<file path="src/rtl/ram_arb_pkg.sv">
// ram_arb_pkg: shared state type and default geometry for the RAM1 arbiter
package ram_arb_pkg;
   typedef enum logic [1:0] {IDLE, ACCESS, WAIT, DONE} state_t;
   localparam int RAM_AW = 5;
   localparam int RAM_DW = 8;
   localparam int READ_LAT_MAX = 3;
endpackage

</file>
<file path="src/rtl/ram_arbiter_if.sv">
// ram_arbiter_if: two-master req/ack bus plus the RAM1 single-port connection
interface ram_arbiter_if import ram_arb_pkg::*; #(
   parameter int AW = RAM_AW,
   parameter int DW = RAM_DW
);
   logic req0, we0, ack0, req1, we1, ack1, ram_wena, busy;
   logic [AW-1:0] addr0, addr1, ram_addr;
   logic [DW-1:0] wdata0, rdata0, wdata1, rdata1, ram_din, ram_dout;
   modport slave (
      input req0, we0, addr0, wdata0, req1, we1, addr1, wdata1, ram_dout,
      output ack0, rdata0, ack1, rdata1, ram_wena, ram_addr, ram_din, busy
   );
   modport master (
      output req0, we0, addr0, wdata0, req1, we1, addr1, wdata1, ram_dout,
      input ack0, rdata0, ack1, rdata1, ram_wena, ram_addr, ram_din, busy
   );
endinterface

</file>
<file path="src/rtl/ram_arbiter_rr_arb2.sv">
// rr_arb2: combinational two-way round-robin pick; on a tie the master other than last wins
module rr_arb2 (
   input  logic [1:0] req,
   input  logic       last,
   output logic [1:0] gnt,
   output logic       id
);
   assign id = req[1] & (~req[0] | ~last);
   assign gnt = {req[1] & id, req[0] & ~id};
endmodule

</file>
<file path="src/rtl/ram_arbiter.sv">
// ram_arbiter: round-robin sequencer serialising two req/ack masters onto RAM1.
// Optional grant counters gnt_cnt0/gnt_cnt1 when RAM_ARB_STATS_EN is defined.
module ram_arbiter import ram_arb_pkg::*; #(
   parameter int AW = RAM_AW,
   parameter int DW = RAM_DW,
   parameter int READ_LAT = 1
) (
   input logic clk,
   input logic rst_n,
   ram_arbiter_if.slave bus
`ifdef RAM_ARB_STATS_EN
   ,
   output logic [15:0] gnt_cnt0,
   output logic [15:0] gnt_cnt1
`endif
);
   localparam int CW = $clog2(READ_LAT_MAX);
   if (READ_LAT < 1 || READ_LAT > READ_LAT_MAX) begin : g_lat_chk
      $error("ram_arbiter: READ_LAT out of range");
   end
   state_t state, state_n;
   logic [1:0] gnt;
   logic id, id_q, last, grant, last_rd, sel_we;
   logic [CW-1:0] cnt;
   logic [AW-1:0] sel_addr;
   logic [DW-1:0] sel_din;
   rr_arb2 u_rr (.req({bus.req1, bus.req0}), .last(last), .gnt(gnt), .id(id));
   assign grant = state == IDLE && |gnt;
   assign last_rd = state == WAIT && cnt == CW'(READ_LAT - 1);
   assign sel_we = gnt[1] ? bus.we1 : bus.we0;
   assign sel_addr = gnt[1] ? bus.addr1 : bus.addr0;
   assign sel_din = gnt[1] ? bus.wdata1 : bus.wdata0;
   assign bus.busy = state != IDLE;
   always_comb begin
      state_n = state;
      unique case (state)
         IDLE:    state_n = grant ? ACCESS : IDLE;
         ACCESS:  state_n = bus.ram_wena ? DONE : WAIT;
         WAIT:    state_n = last_rd ? DONE : WAIT;
         default: state_n = IDLE;
      endcase
   end
   // ram_addr/ram_din double as the transaction latch, so they hold through WAIT
   always_ff @(posedge clk or negedge rst_n)
      if (!rst_n) begin
         state <= IDLE;
         id_q <= 1'b0;
         last <= 1'b1;
         cnt <= '0;
         bus.ram_wena <= 1'b0;
         bus.ram_addr <= '0;
         bus.ram_din <= '0;
         bus.ack0 <= 1'b0;
         bus.ack1 <= 1'b0;
         bus.rdata0 <= '0;
         bus.rdata1 <= '0;
      end else begin
         state <= state_n;
         cnt <= state == WAIT ? cnt + 1'b1 : '0;
         bus.ram_wena <= grant ? sel_we : 1'b0;
         if (grant) begin
            id_q <= id;
            bus.ram_addr <= sel_addr;
            bus.ram_din <= sel_din;
         end
         if (last_rd && !id_q) bus.rdata0 <= bus.ram_dout;
         if (last_rd && id_q) bus.rdata1 <= bus.ram_dout;
         bus.ack0 <= state_n == DONE && !id_q;
         bus.ack1 <= state_n == DONE && id_q;
         if (state == DONE) last <= id_q;
      end
`ifdef RAM_ARB_STATS_EN
   always_ff @(posedge clk or negedge rst_n)
      if (!rst_n) begin
         gnt_cnt0 <= '0;
         gnt_cnt1 <= '0;
      end else if (state == DONE) begin
         if (id_q) gnt_cnt1 <= gnt_cnt1 + 1'b1;
         else gnt_cnt0 <= gnt_cnt0 + 1'b1;
      end
`endif
endmodule

</file>
<file path="src/flat_wrapper.sv">
// flat-port wrapper written by rule: the top's interface ports become plain ports
module ram_arbiter_flat import ram_arb_pkg::*;
#(
   parameter int AW = RAM_AW,
   parameter int DW = RAM_DW,
   parameter int READ_LAT = 1
)
  (clk, rst_n, bus_req0, bus_we0, bus_addr0, bus_wdata0, bus_req1, bus_we1, bus_addr1, bus_wdata1, bus_ram_dout, bus_ack0, bus_rdata0, bus_ack1, bus_rdata1, bus_ram_wena, bus_ram_addr, bus_ram_din, bus_busy);
  ram_arbiter_if #(.AW(AW), .DW(DW)) bus_i ();
  input logic clk;
  input logic rst_n;
  input wire logic [$bits(bus_i.req0)-1:0] bus_req0;
  input wire logic [$bits(bus_i.we0)-1:0] bus_we0;
  input wire logic [$bits(bus_i.addr0)-1:0] bus_addr0;
  input wire logic [$bits(bus_i.wdata0)-1:0] bus_wdata0;
  input wire logic [$bits(bus_i.req1)-1:0] bus_req1;
  input wire logic [$bits(bus_i.we1)-1:0] bus_we1;
  input wire logic [$bits(bus_i.addr1)-1:0] bus_addr1;
  input wire logic [$bits(bus_i.wdata1)-1:0] bus_wdata1;
  input wire logic [$bits(bus_i.ram_dout)-1:0] bus_ram_dout;
  output wire logic [$bits(bus_i.ack0)-1:0] bus_ack0;
  output wire logic [$bits(bus_i.rdata0)-1:0] bus_rdata0;
  output wire logic [$bits(bus_i.ack1)-1:0] bus_ack1;
  output wire logic [$bits(bus_i.rdata1)-1:0] bus_rdata1;
  output wire logic [$bits(bus_i.ram_wena)-1:0] bus_ram_wena;
  output wire logic [$bits(bus_i.ram_addr)-1:0] bus_ram_addr;
  output wire logic [$bits(bus_i.ram_din)-1:0] bus_ram_din;
  output wire logic [$bits(bus_i.busy)-1:0] bus_busy;
  assign bus_i.req0 = bus_req0;
  assign bus_i.we0 = bus_we0;
  assign bus_i.addr0 = bus_addr0;
  assign bus_i.wdata0 = bus_wdata0;
  assign bus_i.req1 = bus_req1;
  assign bus_i.we1 = bus_we1;
  assign bus_i.addr1 = bus_addr1;
  assign bus_i.wdata1 = bus_wdata1;
  assign bus_i.ram_dout = bus_ram_dout;
  assign bus_ack0 = bus_i.ack0;
  assign bus_rdata0 = bus_i.rdata0;
  assign bus_ack1 = bus_i.ack1;
  assign bus_rdata1 = bus_i.rdata1;
  assign bus_ram_wena = bus_i.ram_wena;
  assign bus_ram_addr = bus_i.ram_addr;
  assign bus_ram_din = bus_i.ram_din;
  assign bus_busy = bus_i.busy;
  ram_arbiter #(.AW(AW), .DW(DW), .READ_LAT(READ_LAT)) u_core (.clk(clk), .rst_n(rst_n), .bus(bus_i));
endmodule
</file>
<file path="config.mk">
export PLATFORM = sky130hd
export DESIGN_NAME = ram_arbiter_flat
export DESIGN_NICKNAME = d
export VERILOG_FILES = /design/src/rtl/ram_arb_pkg.sv /design/src/rtl/ram_arbiter_if.sv /design/src/rtl/ram_arbiter_rr_arb2.sv /design/src/rtl/ram_arbiter.sv /design/src/flat_wrapper.sv
export SDC_FILE = /design/constraint.sdc
export NUM_CORES = 1
export LEC_CHECK = 0
export BUFFER_PORTS_ARGS = -buffer_cell sky130_fd_sc_hd__clkbuf_2
export CELL_PAD_IN_SITES_DETAIL_PLACEMENT = 1
export CELL_PAD_IN_SITES_GLOBAL_PLACEMENT = 1
export CORE_UTILIZATION = 35
export DETAILED_ROUTE_END_ITERATION = 7
export HOLD_SLACK_MARGIN = 0.1
export PLACE_DENSITY_LB_ADDON = 0.1
export SYNTH_ARGS = -nofsm -noshare
export SYNTH_HDL_FRONTEND = slang
export SYNTH_SLANG_ARGS = --single-unit
</file>
<file path="constraint.sdc">
create_clock -name clk -period 1.6 [get_ports clk]
set_input_delay 0.24 -clock clk [delete_from_list [all_inputs] [get_ports clk]]
set_output_delay 0.24 -clock clk [all_outputs]
set_load 0.02 [all_outputs]
</file>
; ---- Yosys cells after proc, flatten, opt, wreduce, memory -nomap -nowiden
; Index checks and enable logic that the tools add are counted.
[totals]
regBits = 38
out_inout_bits = 33
word_cells = 43
[classes]
add_sub_neg = 1
eq_ne = 4
n_mux = 9
bitwise_logic = 7
reduce_logical = 11
[ops]
columns = op, count
row1 = 8-bit two-way mux, 1
row2 = "2-bit == test, second input constant", 3
row3 = 1-bit logical AND, 6
row4 = 2-bit case mux with 3 select lines, 1
row5 = 1-bit two-way mux, 5
row6 = 5-bit two-way mux, 1
row7 = 2-bit zero test, 2
row8 = 1-bit AND, 3
row9 = 1-bit NOT, 3
row10 = "2-bit by 1-bit adder with 2-bit output, second input constant", 1
row11 = "2-bit by 1-bit == test with 1-bit output, second input constant", 1
row12 = 2-bit two-way mux, 1
row13 = 2-bit nonzero test, 1
row14 = 2-bit OR reduction, 1
row15 = 1-bit zero test, 1
row16 = 1-bit bitwise OR, 1

; ---- Depth between registers and ports, before layout
; Gate-level depths: netlist of run 1.
[depth]
ltp_word = 11
mapped_depth = 6
depth_no_buf = 5

; ---- By module
; Synthesis of run 1 repeated with hierarchy kept, for this count alone.
[hier_totals]
cells_unflattened = 113
area_unflattened_um2 = 1735.4
[by_module_without_submodules]
columns = mod, n_inst, cells_each, area_per_inst_um2
row1 = ram_arbiter, 1, 109, 1709.1
row2 = rr_arb2, 1, 4, 26.3

; ---- Worst setup path after synthesis of run 1
; Ideal clock, no wire load.
[synth_timing]
path_kind = register to register
startpoint = register u_core.state[0]
endpoint = register u_core.bus.rdata0[0]
arrival_ns = 1.203
required_time_ns = 1.475
slack_ns = 0.272
stages_incl_launch_ff = 5
path_buffers = 0
period_less_slack_ns = 1.328
cell_sequence = dfrtp_1 -> inv_1 -> ha_1 -> nand3b_2 -> mux2_2
[synth_via]
elab_chain_len = 3
[synth_rtl]
columns = element, line_no
row1 = start: declaration, ram_arbiter.sv:21  ; state_t state, state_n;
row2 = start signal: assignment, ram_arbiter.sv:58  ; state <= state_n;
row3 = 2-bit == test, ram_arbiter.sv:29  ; assign last_rd = state == WAIT && cnt == CW'(READ_LAT - 1);
row4 = 1-bit logical AND, ram_arbiter.sv:29
row5 = 1-bit logical AND, ram_arbiter.sv:66  ; if (last_rd && !id_q) bus.rdata0 <= bus.ram_dout;
row6 = end signal: assignment, ram_arbiter.sv:66
row7 = end: declaration, ram_arbiter_if.sv:11  ; output ack0, rdata0, ack1, rdata1, ram_wena, ram_addr, ram_din, busy
; No other way between the ends.
; A chain may end at the register's enable or synchronous reset.

; ---- Final worst setup path of run 1
[layout_timing]
startpoint = register u_core.state[0]
endpoint = output port bus_busy
[layout_via]
elab_chain_len = 1
[layout_rtl]
columns = element, line_no
row1 = 2-bit nonzero test, ram_arbiter.sv:33  ; assign bus.busy = state != IDLE;
row2 = end: declaration, flat_wrapper.sv:28  ; output wire logic [$bits(bus_i.busy)-1:0] bus_busy;
; No other way between the ends.

==> key figures, run 1 <==
Global routing
  • First-pass GRT wire length: 6900 um
  • Number of global-route vias before repair: roughly 1,500
  • Pin count of the biggest net entering global routing: 21
  • Initial antenna violation count: 0
  • Gr ovfl total: 0
  • Total GRT Usage: between 10% and 20%

Pwr
  • Power per Cell Area: approximately 2100 mW/mm^2
  • Leak: about 0.0011 uW
  • Peak supply drop: a little under 0.8 mV
  • Pwr Total: about 4600 uW

Floorplanning
  • Die Y: ~70 um
  • Die width: approximately 70 um
  • Total core area: around 0.0044 mm^2
  • Die area: 0.00491 mm^2
  • Cell Rows: 24
  • I/O Pins: 73
  • Initial core utilization: between 30 and 40%

Yosys
  • Syn Nets: 185
  • Synth unique cells: 21
  • Yosys reg bits: 38
  • Post-Syn Area: roughly 0.0016 mm^2
  • Synth warn: 0
  • Post-Synthesis Cells: between 100 and 150
  • Avg Cell Area, Syn: around 12 um^2
  • Sequential area share after synthesis: 58.7%

Final layout
  • # fillers: 530
  • Most common cell after layout, fill and taps aside: clkbuf_2
  • Final Util: 48.9%
  • Antenna diode count: 0
  • Nets@finish: ~260
  • Layout cells sized above 1: a little under half
  • Multi-input logic area: approximately 620 um^2
  • Synth-to-Final Area Change: 33.0%
  • Register area: roughly 950 um^2
  • Commonest cells after routing, fill and taps aside: clkbuf_2, dfrtp_1, a21oi_1

Setup path
  • Worst R2R Start: u_core.state[0]
  • CP bufs+invs: 3
  • Crit path DAT: between 1 and 1.5 ns
  • Crit start category: flop
  • Crit-path most repeated cell: inv_1
  • CP Capture Type: output pin
  • Setup slack, reg-to-reg: between 0.1 and 0.15 ns
  • Reg2Reg Capture Point: u_core.bus.rdata0[7]
  • Launch point of the worst path: u_core.state[0]
  • Worst path cell trace: inv_1, ha_1, inv_1, clkbuf_2
  • Critical path class: flop to output pin
  • Req. time, crit path: ~1.4 ns
  • Worst path max stage delay: about 0.41 ns
  • Crit Path Max Fanout: 4
  • Worst r2r path cells: 4
  • Slowest stage cell, crit path: dfrtp_1
  • Stages on the worst setup path: 4
  • Cell family with most CP delay: flip-flops

Timing
  • Final worst-path cycle share: around 95%
  • RSZ-0062 raised after global routing: no
  • Final-report hold violation count: 0
  • Clock Skew: 0.00685 ns
  • Max-slew violations: 0
  • Min cycle time layout: 1.52 ns
  • TNS Setup: 0 ns
  • Fmax: around 660 MHz
  • Max_slew headroom: between 60% and 70%
  • # setup viols final: 0
  • Pin slew with the least headroom to its limit: between 0.5 and 0.6 ns

Clocking
  • Post-CTS Setup Bufs: 0
  • Clock Pin Slew Worst Setup and Hold Paths: roughly 0.07 ns
  • Resize count post-CTS: 0
  • CTS tree: done
  • Skew-Pair Late Insertion Delay: slightly below 0.3 ns
  • Root Driver: clkbuf_8
  • CTS H-Tree Depth: 2
  • Clock Sink Count: 38
  • CTS Buffer Depth: 2
  • TritonCTS Buffers: 5

Detailed routing
  • Detailed Routing Iterations Pass 1: 4
  • Initial DRC count: 22
  • DR DRC count: 0
  • Antenna Nets Post-Route: 0
  • Vias: about 1,300
  • Routed WL: slightly above 4000 um
  • Drt wl/cell: roughly 15 um
  • Via density: 4.90

Hold path
  • Min-Delay Path Class: primary input to flop
  • WHS Path Cells: 3
  • WHS Endpoint: u_core.bus.ram_din[4]
  • Hold path start: bus_wdata0[4]

Placement
  • Port Buffers: 72
  • Placer Congestion: around 0.7
  • Post-DP HPWL: 3190 um

Status
  • Status: complete, no violations

Flow run
  • Maxcap violations: 0
-- cell usage after synthesis --
cell type  number  area share, %
inv_1           5            1.2
buf_4           4            1.9
a22oi_1         1           0.46
o21a_1          1           0.46
a21oi_1        28            8.6
dfstp_2         1            1.6
mux2_2         17             12
and3_1          1           0.39
and2_1          1           0.39
nor2_1         13            3.0
ha_1            6            4.6
nor2b_1         1           0.39
and3b_1         1           0.54
nand2_1        16            3.7
a21bo_2         1           0.62
o21ai_2         1           0.54
nand3_2         1           0.62
dfrtp_1        37             57
a21boi_4        1            1.2
o21ai_0         1           0.31
nand3b_2        1           0.69
-- worst reg2reg max path: stages (launching register included) --
cell,delay (ns)
dfrtp_1,0.41
inv_1,0.08
ha_1,0.27
nand3b_2,0.24
mux2_2,0.37
-- cell type report --
cell class / instances / area share [%]
Clock inverter: 2 / 0.464
Multi-Input combinational cell: 92 / 28.8
Tap cell: 52 / 3.01
Inverter: 5 / 0.870
Clock buffer: 6 / 3.36
Sequential cell: 38 / 44.1
Timing Repair Buffer: 76 / 19.4
-- per-layer routing --
layer  up-vias  wire length (um)  global-route usage [%]
met5         -                 0                       0
met4         0                55                    5.33
met3         6               274                    6.20
met2        49              2190                    33.7
met1       646              1570                    20.1
li1        628                 -                       -
-- where the power goes --
| part | switching, uW | internal (uW) | total [uW] |
|---|---|---|---|
| Clock | 323 | 302 | 625 |
| Combinational | 1330 | 907 | 2230 |
| Sequential | 279 | 1450 | 1730 |
-- flip-flops by register name (all words and copies together), names as in the netlist --
signal and count:
u_core.bus.rdata1 8, u_core.bus.ack0 1, u_core.bus.ram_addr 5, u_core.state 2, u_core.bus.ram_wena 1, u_core.bus.ack1 1, u_core.last 1, u_core.cnt 2
u_core.bus.rdata0 8, u_core.id_q 1, u_core.bus.ram_din 8
-- how the worst max path moves through the flow --
stage | to | slack, ns
after floorplan | u_core.bus.rdata0[0] | 0.27
after global placement | u_core.bus.rdata0[2] | 0.20
after detailed placement | u_core.bus.rdata0[7] | 0.1
after CTS | bus_busy | 0.07
after global routing | bus_busy | 0.01
final | bus_busy | 0.08
-- per-stage QoR --
| stage | hold WS, ns | instance area, um^2 | setup slack (ns) | cells |
|---|---|---|---|---|
| 2_1_floorplan | -0.0556 | 1620 | 0.272 | 139 |
| 3_3_place_gp | 0.227 | 2070 | 0.196 | 262 |
| 3_5_place_dp | 0.244 | 2070 | 0.0953 | 262 |
| 4_1_cts | 0.162 | 2160 | 0.0659 | 271 |
| 5_1_grt | 0.164 | 2160 | 0.0111 | 271 |
| 6_report | 0.168 | 2160 | 0.0793 | 271 |
-- cell families (layout without fill, tap and decap cells) --
logic type                 Yosys count  in the layout  share of synthesized area [%]
AOI/OAI and AO/OA                   34             34                           12.2
DFF                                 38             38                           58.7
muxes                               17             17                           11.8
adders and majority gates            6              6                           4.63
buffers and inverters                9             89                           3.01
and+or+nand+nor                     35             35                           9.72
-- repair_timing --
action,in CTS,in global routing
hold buffers,1,0
setup endpoints to repair,0,0
endpoints found under the hold margin,19,0
Note: power is estimated with default switching activity, not from simulation.
==> inputs of run 2 (changes only) <==
Settings changed: CORE_UTILIZATION 35 to 37.
Clock period 1.6 ns to 1.8 ns, I/O delays scaled along.
==> key figures, run 2 (synthesis results as in run 1) <==
Setup path
  • Worst path max stage delay: slightly above 0.4 ns
  • Reg2Reg Capture Point: u_core.bus.ack0
  • Critical path class: flop to flop
  • Req. time, crit path: about 2 ns
  • Setup slack, reg-to-reg: roughly 0.18 ns
  • Crit Path Max Fanout: 16
  • Worst r2r path cells: 5
  • Launch point of the worst path: u_core.state[0]
  • CP Capture Point: u_core.bus.ack0
  • Slowest stage cell, crit path: dfrtp_1
  • CP Capture Type: flop
  • Worst R2R Start: u_core.state[0]
  • Worst path cell trace: inv_1, ha_1, o21ai_2, a21oi_1, and3b_1
  • Crit path DAT: around 1.8 ns
  • Crit start category: flop

Timing
  • Final worst-path cycle share: 90.0%
  • Final WS setup: ~0.18 ns
  • # setup viols final: 0
  • Clock Skew: between 0.002 and 0.003 ns
  • Min cycle time layout: ~1.6 ns
  • TNS Setup: 0 ns
  • Max_slew headroom: roughly 55%
  • RSZ-0062 raised after global routing: no
  • Final-report hold violation count: 0
  • Pin slew with the least headroom to its limit: roughly 0.67 ns
  • Fmax: between 600 and 700 MHz
  • Max-slew violations: 0

Placement
  • Post-DP HPWL: between 3000 and 4000 um
  • Dpl ws: around 0.18 ns
  • Placer Congestion: a little under 0.7
  • Placed insts: around 260
  • Port Buffers: 72

Floorplanning
  • Die area: 0.00465 mm^2
  • Cell Rows: 23
  • Die Y: between 60 and 70 um
  • Total core area: between 0.004 and 0.005 mm^2
  • Die width: roughly 70 um
  • Initial core utilization: about 39%
  • I/O Pins: 73

Global routing
  • Pin count of the biggest net entering global routing: 39
  • Total GRT Usage: approximately a fifth
  • Number of global-route vias before repair: roughly 1,400
  • First-pass GRT wire length: 6540 um
  • Gr ovfl total: 0
  • Initial antenna violation count: 0

Clocking
  • CTS H-Tree Depth: 2
  • CTS tree: done
  • Clock Sink Count: 38
  • TritonCTS Buffers: 5
  • Post-CTS Setup Bufs: 0
  • Resize count post-CTS: 0
  • CTS Buffer Depth: 2
  • Skew-Pair Late Insertion Delay: 0.29 ns
  • Root Driver: clkbuf_8
  • Clock Pin Slew Worst Setup and Hold Paths: 0.07 ns
  • Cts hold-fix bufs: 1

Pwr
  • Clock power share: between 10% and 20%
  • Sw Ratio: 41.9%
  • Peak supply drop: 0.678 mV
  • Sequential share of power: approximately 38%
  • Power per Cell Area: roughly 1900 mW/mm^2
  • Int Power: about 2400 uW
  • Comb pwr share: 47.4%
  • Leak: about 0.0011 uW
  • Pwr Total: just over 4000 uW
  • Net switching power: around 1700 uW

Final layout
  • Commonest cells after routing, fill and taps aside: clkbuf_2, dfrtp_1, a21oi_1
  • Layout cells sized above 1: about 47%
  • Most common cell after layout, fill and taps aside: clkbuf_2
  • Largest regs: u_core.bus.ram_din x8, u_core.bus.rdata0 x8, u_core.bus.rdata1 x8
  • Nets@finish: 262
  • Synth-to-Final Area Change: 30.9%
  • Non-Filler Instances: between 200 and 300
  • Antenna diode count: 0

Hold path
  • Min-Delay Path Class: primary input to flop

Detailed routing
  • Routed WL: ~4000 um
  • Via density: 4.94
  • Antenna Nets Post-Route: 0
  • Detailed Routing Iterations Pass 1: 4
  • Vias: around 1,300
  • Initial DRC count: 39
  • Drt wl/cell: ~15 um
  • DR DRC count: 0

Flow run
  • Maxcap violations: 0

Status
  • Status: complete, no violations
[run 2: power groups by stage]
stage | Sequential, uW | Combinational [uW] | Clock [uW]
detailed placement | 1560 | 1950 | 0
floorplan | 1950 | 875 | 0
finish | 1540 | 1920 | 594
CTS | 1540 | 1950 | 622
global route | 1600 | 2140 | 651
global placement | 1520 | 1860 | 0
[run 2: worst min-delay path by stage]
stage | start | end | depth (start not counted)
2_1_floorplan | rst_n | u_core.bus.ack0 | 0
3_3_place_gp | rst_n | u_core.cnt[1] | 2
3_5_place_dp | rst_n | u_core.bus.rdata0[4] | 2
4_1_cts | bus_wdata0[5] | u_core.bus.ram_din[5] | 3
5_1_grt | bus_addr0[3] | u_core.bus.ram_addr[3] | 3
6_report | bus_addr0[3] | u_core.bus.ram_addr[3] | 3
[run 2: area by class of cell]
type | count | area (um^2)
Clock buffer | 7 | 86.3
Fill cell | 467 | 1990
Tap cell | 50 | 62.6
Sequential cell | 38 | 952
Timing Repair Buffer | 74 | 378
Multi-Input combinational cell | 92 | 622
Clock inverter | 1 | 5.00
Inverter | 5 | 18.8
[run 2: metal layers]
metal / vias to the layer above / part of all wire, % / global-route usage, %
met3: 7 / 6.3 / 6.33
met4: 0 / 1.3 / 7.03
li1: 625 / - / -
met2: 48 / 53 / 33.8
met5: - / 0 / 0
met1: 638 / 39 / 21.6
[run 2: through the flow]
step           util [%]  instance area (um^2)  hold slack (ns)
4_1_cts            51.6                  2120            0.184
3_3_place_gp       49.2                  2020            0.339
6_report           51.6                  2120            0.194
3_5_place_dp       49.2                  2020            0.353
5_1_grt            51.6                  2120            0.193
2_1_floorplan         -                  1620          -0.0256
[run 2: critical path, delay by kind of cell (launching register included)]
kind	cells	cell delay [ns]
AO/OA/AOI/OAI	2	0.50
flip-flops	1	0.41
buffers and inverters	1	0.09
AND/OR/NAND/NOR	1	0.25
adder cells (fa/ha/maj)	1	0.25
==> inputs of run 3 (changes only) <==
Settings changed: ABC_CLOCK_PERIOD_IN_PS from default to 1700, CORE_UTILIZATION 37 to 35.
Clock period 1.8 ns to 1.7 ns, I/O delays scaled along.
==> key figures, run 3 (synthesis results as in run 1) <==
Final layout
  • Commonest cells after routing, fill and taps aside: clkbuf_2, dfrtp_1, a21oi_1
  • # fillers: ~500
  • Final Util: about half
  • Layout cells sized above 1: 48.2%
  • Nets@finish: 264
  • Largest regs: u_core.bus.ram_din x8, u_core.bus.rdata0 x8, u_core.bus.rdata1 x8
  • Antenna diode count: 0
  • Most common cell after layout, fill and taps aside: clkbuf_2
  • Synth-to-Final Area Change: 34.1%
  • Non-Filler Instances: between 200 and 300

Detailed routing
  • Vias: between 1,000 and 1,500
  • DR DRC count: 0
  • Routed WL: approximately 4000 um
  • Via density: 4.98
  • Initial DRC count: 56
  • Antenna Nets Post-Route: 0
  • Drt wl/cell: between 10 and 15 um
  • Detailed Routing Iterations Pass 1: 4

Floorplanning
  • Total core area: approximately 0.0044 mm^2
  • Die area: 0.00491 mm^2
  • Cell Rows: 24
  • I/O Pins: 73
  • Die Y: ~70 um
  • Initial core utilization: between 30% and 40%
  • Die width: roughly 70 um

Global routing
  • Pin count of the biggest net entering global routing: 21
  • First-pass GRT wire length: 6800 um
  • Total GRT Usage: roughly 18%
  • Gr ovfl total: 0
  • Initial antenna violation count: 0
  • Number of global-route vias before repair: ~1,500

Pwr
  • Power per Cell Area: around 2000 mW/mm^2
  • Peak supply drop: about 0.58 mV
  • Leak: 0.00111 uW

Clocking
  • Post-CTS Setup Bufs: 0
  • CTS Buffer Depth: 2
  • Clock Pin Slew Worst Setup and Hold Paths: about 0.07 ns
  • CTS tree: done
  • Clock Sink Count: 38
  • Root Driver: clkbuf_8
  • CTS H-Tree Depth: 2
  • TritonCTS Buffers: 5
  • Skew-Pair Late Insertion Delay: 0.29 ns

Setup path
  • Launch point of the worst path: u_core.state[0]
  • Slowest stage cell, crit path: dfrtp_1
  • Req. time, crit path: about 1.4 ns
  • Crit start category: flop
  • Worst R2R Start: u_core.state[0]
  • CP Capture Type: output pin
  • Setup slack, reg-to-reg: 0.23 ns
  • Stages on the worst setup path: 4
  • CP Capture Point: bus_busy
  • Worst path max stage delay: approximately 0.4 ns
  • Reg2Reg Capture Point: u_core.bus.rdata1[5]
  • Worst r2r path cells: 4
  • Crit Path Max Fanout: 4
  • Cell family with most CP delay: flip-flops
  • Critical path class: flop to output pin
  • Crit path DAT: 1.25 ns
  • Worst path cell trace: inv_1, ha_1, inv_1, clkbuf_2
  • CP bufs+invs: 3
  • Crit-path most repeated cell: inv_1

Placement
  • Placer Congestion: ~0.73
  • Placed insts: around 260
  • Post-DP HPWL: ~3000 um
  • Port Buffers: 72
  • Dpl ws: around 0.22 ns

Timing
  • Max_slew headroom: 64.2%
  • RSZ-0062 raised after global routing: no
  • Clock Skew: 0.0114 ns
  • Final-report hold violation count: 0
  • Max-slew violations: 0
  • Final WS setup: about 0.19 ns
  • Pin slew with the least headroom to its limit: 0.538 ns
  • Final worst-path cycle share: slightly below 90%
  • TNS Setup: 0 ns
  • # setup viols final: 0
  • Fmax: roughly 660 MHz
  • Min cycle time layout: 1.51 ns

Status
  • Status: complete, no violations

Hold path
  • Min-Delay Path Class: primary input to flop

Flow run
  • Maxcap violations: 0
-- run 3: changes by cell type in the layout (fill, tap and decap cells not counted) --
| cell | before | now |
|---|---|---|
| buf_4 | 1 | 2 |
| bufinv_16 | 0 | 1 |
| clkinv_2 | 1 | 0 |
| clkbuf_1 | 1 | 0 |
| buf_12 | 0 | 1 |
-- run 3: report_power, final --
group          internal [uW]  switching, uW
Combinational            824           1230
Sequential              1360            260
Clock                    469            297
-- run 3: through the flow --
stage	total power, uW	hold WS (ns)	area [um^2]
floorplan	2990	-0.0406	1620
global placement	3610	0.243	2050
detailed placement	3730	0.258	2050
CTS	4520	0.171	2180
global route	4760	0.184	2180
finish	4450	0.176	2180
-- run 3: how the worst min path moves through the flow --
stage                       start                      to  slack [ns]  depth (start not counted)
finish               bus_addr0[0]  u_core.bus.ram_addr[0]        0.18                          3
global route        bus_wdata0[6]   u_core.bus.ram_din[6]        0.18                          3
CTS                  bus_addr0[0]  u_core.bus.ram_addr[0]        0.17                          3
detailed placement          rst_n    u_core.bus.rdata0[7]        0.26                          1
global placement            rst_n    u_core.bus.rdata1[7]        0.24                          1
floorplan                   rst_n         u_core.bus.ack0       -0.04                          0
-- run 3: what timing repair did --
item,in CTS,in global routing
endpoints found under the hold margin,19,0
hold buffers,1,0
resized for setup,0,0
-- run 3: layout make-up --
class	count	area, um^2	area share [%]
Sequential cell	38	952	43.8
Multi-Input combinational cell	92	622	28.6
Timing Repair Buffer	76	405	18.6
Clock buffer	6	82.6	3.80
Tap cell	52	65.1	2.99
Clock inverter	1	30.0	1.38
Inverter	5	18.8	0.863
-- run 3: worst min-delay path, cell delays in order --
cell and delay (ns):
clkbuf_2 0.08, nand2_1 0.04, a21oi_1 0.05
-- run 3: layer usage --
metal	up-vias	GRT usage, %	wire length (um)
li1	626	-	-
met4	0	6.67	61
met5	-	0	0
met1	659	20.5	1630
met2	51	31.6	2040
met3	8	4.18	254
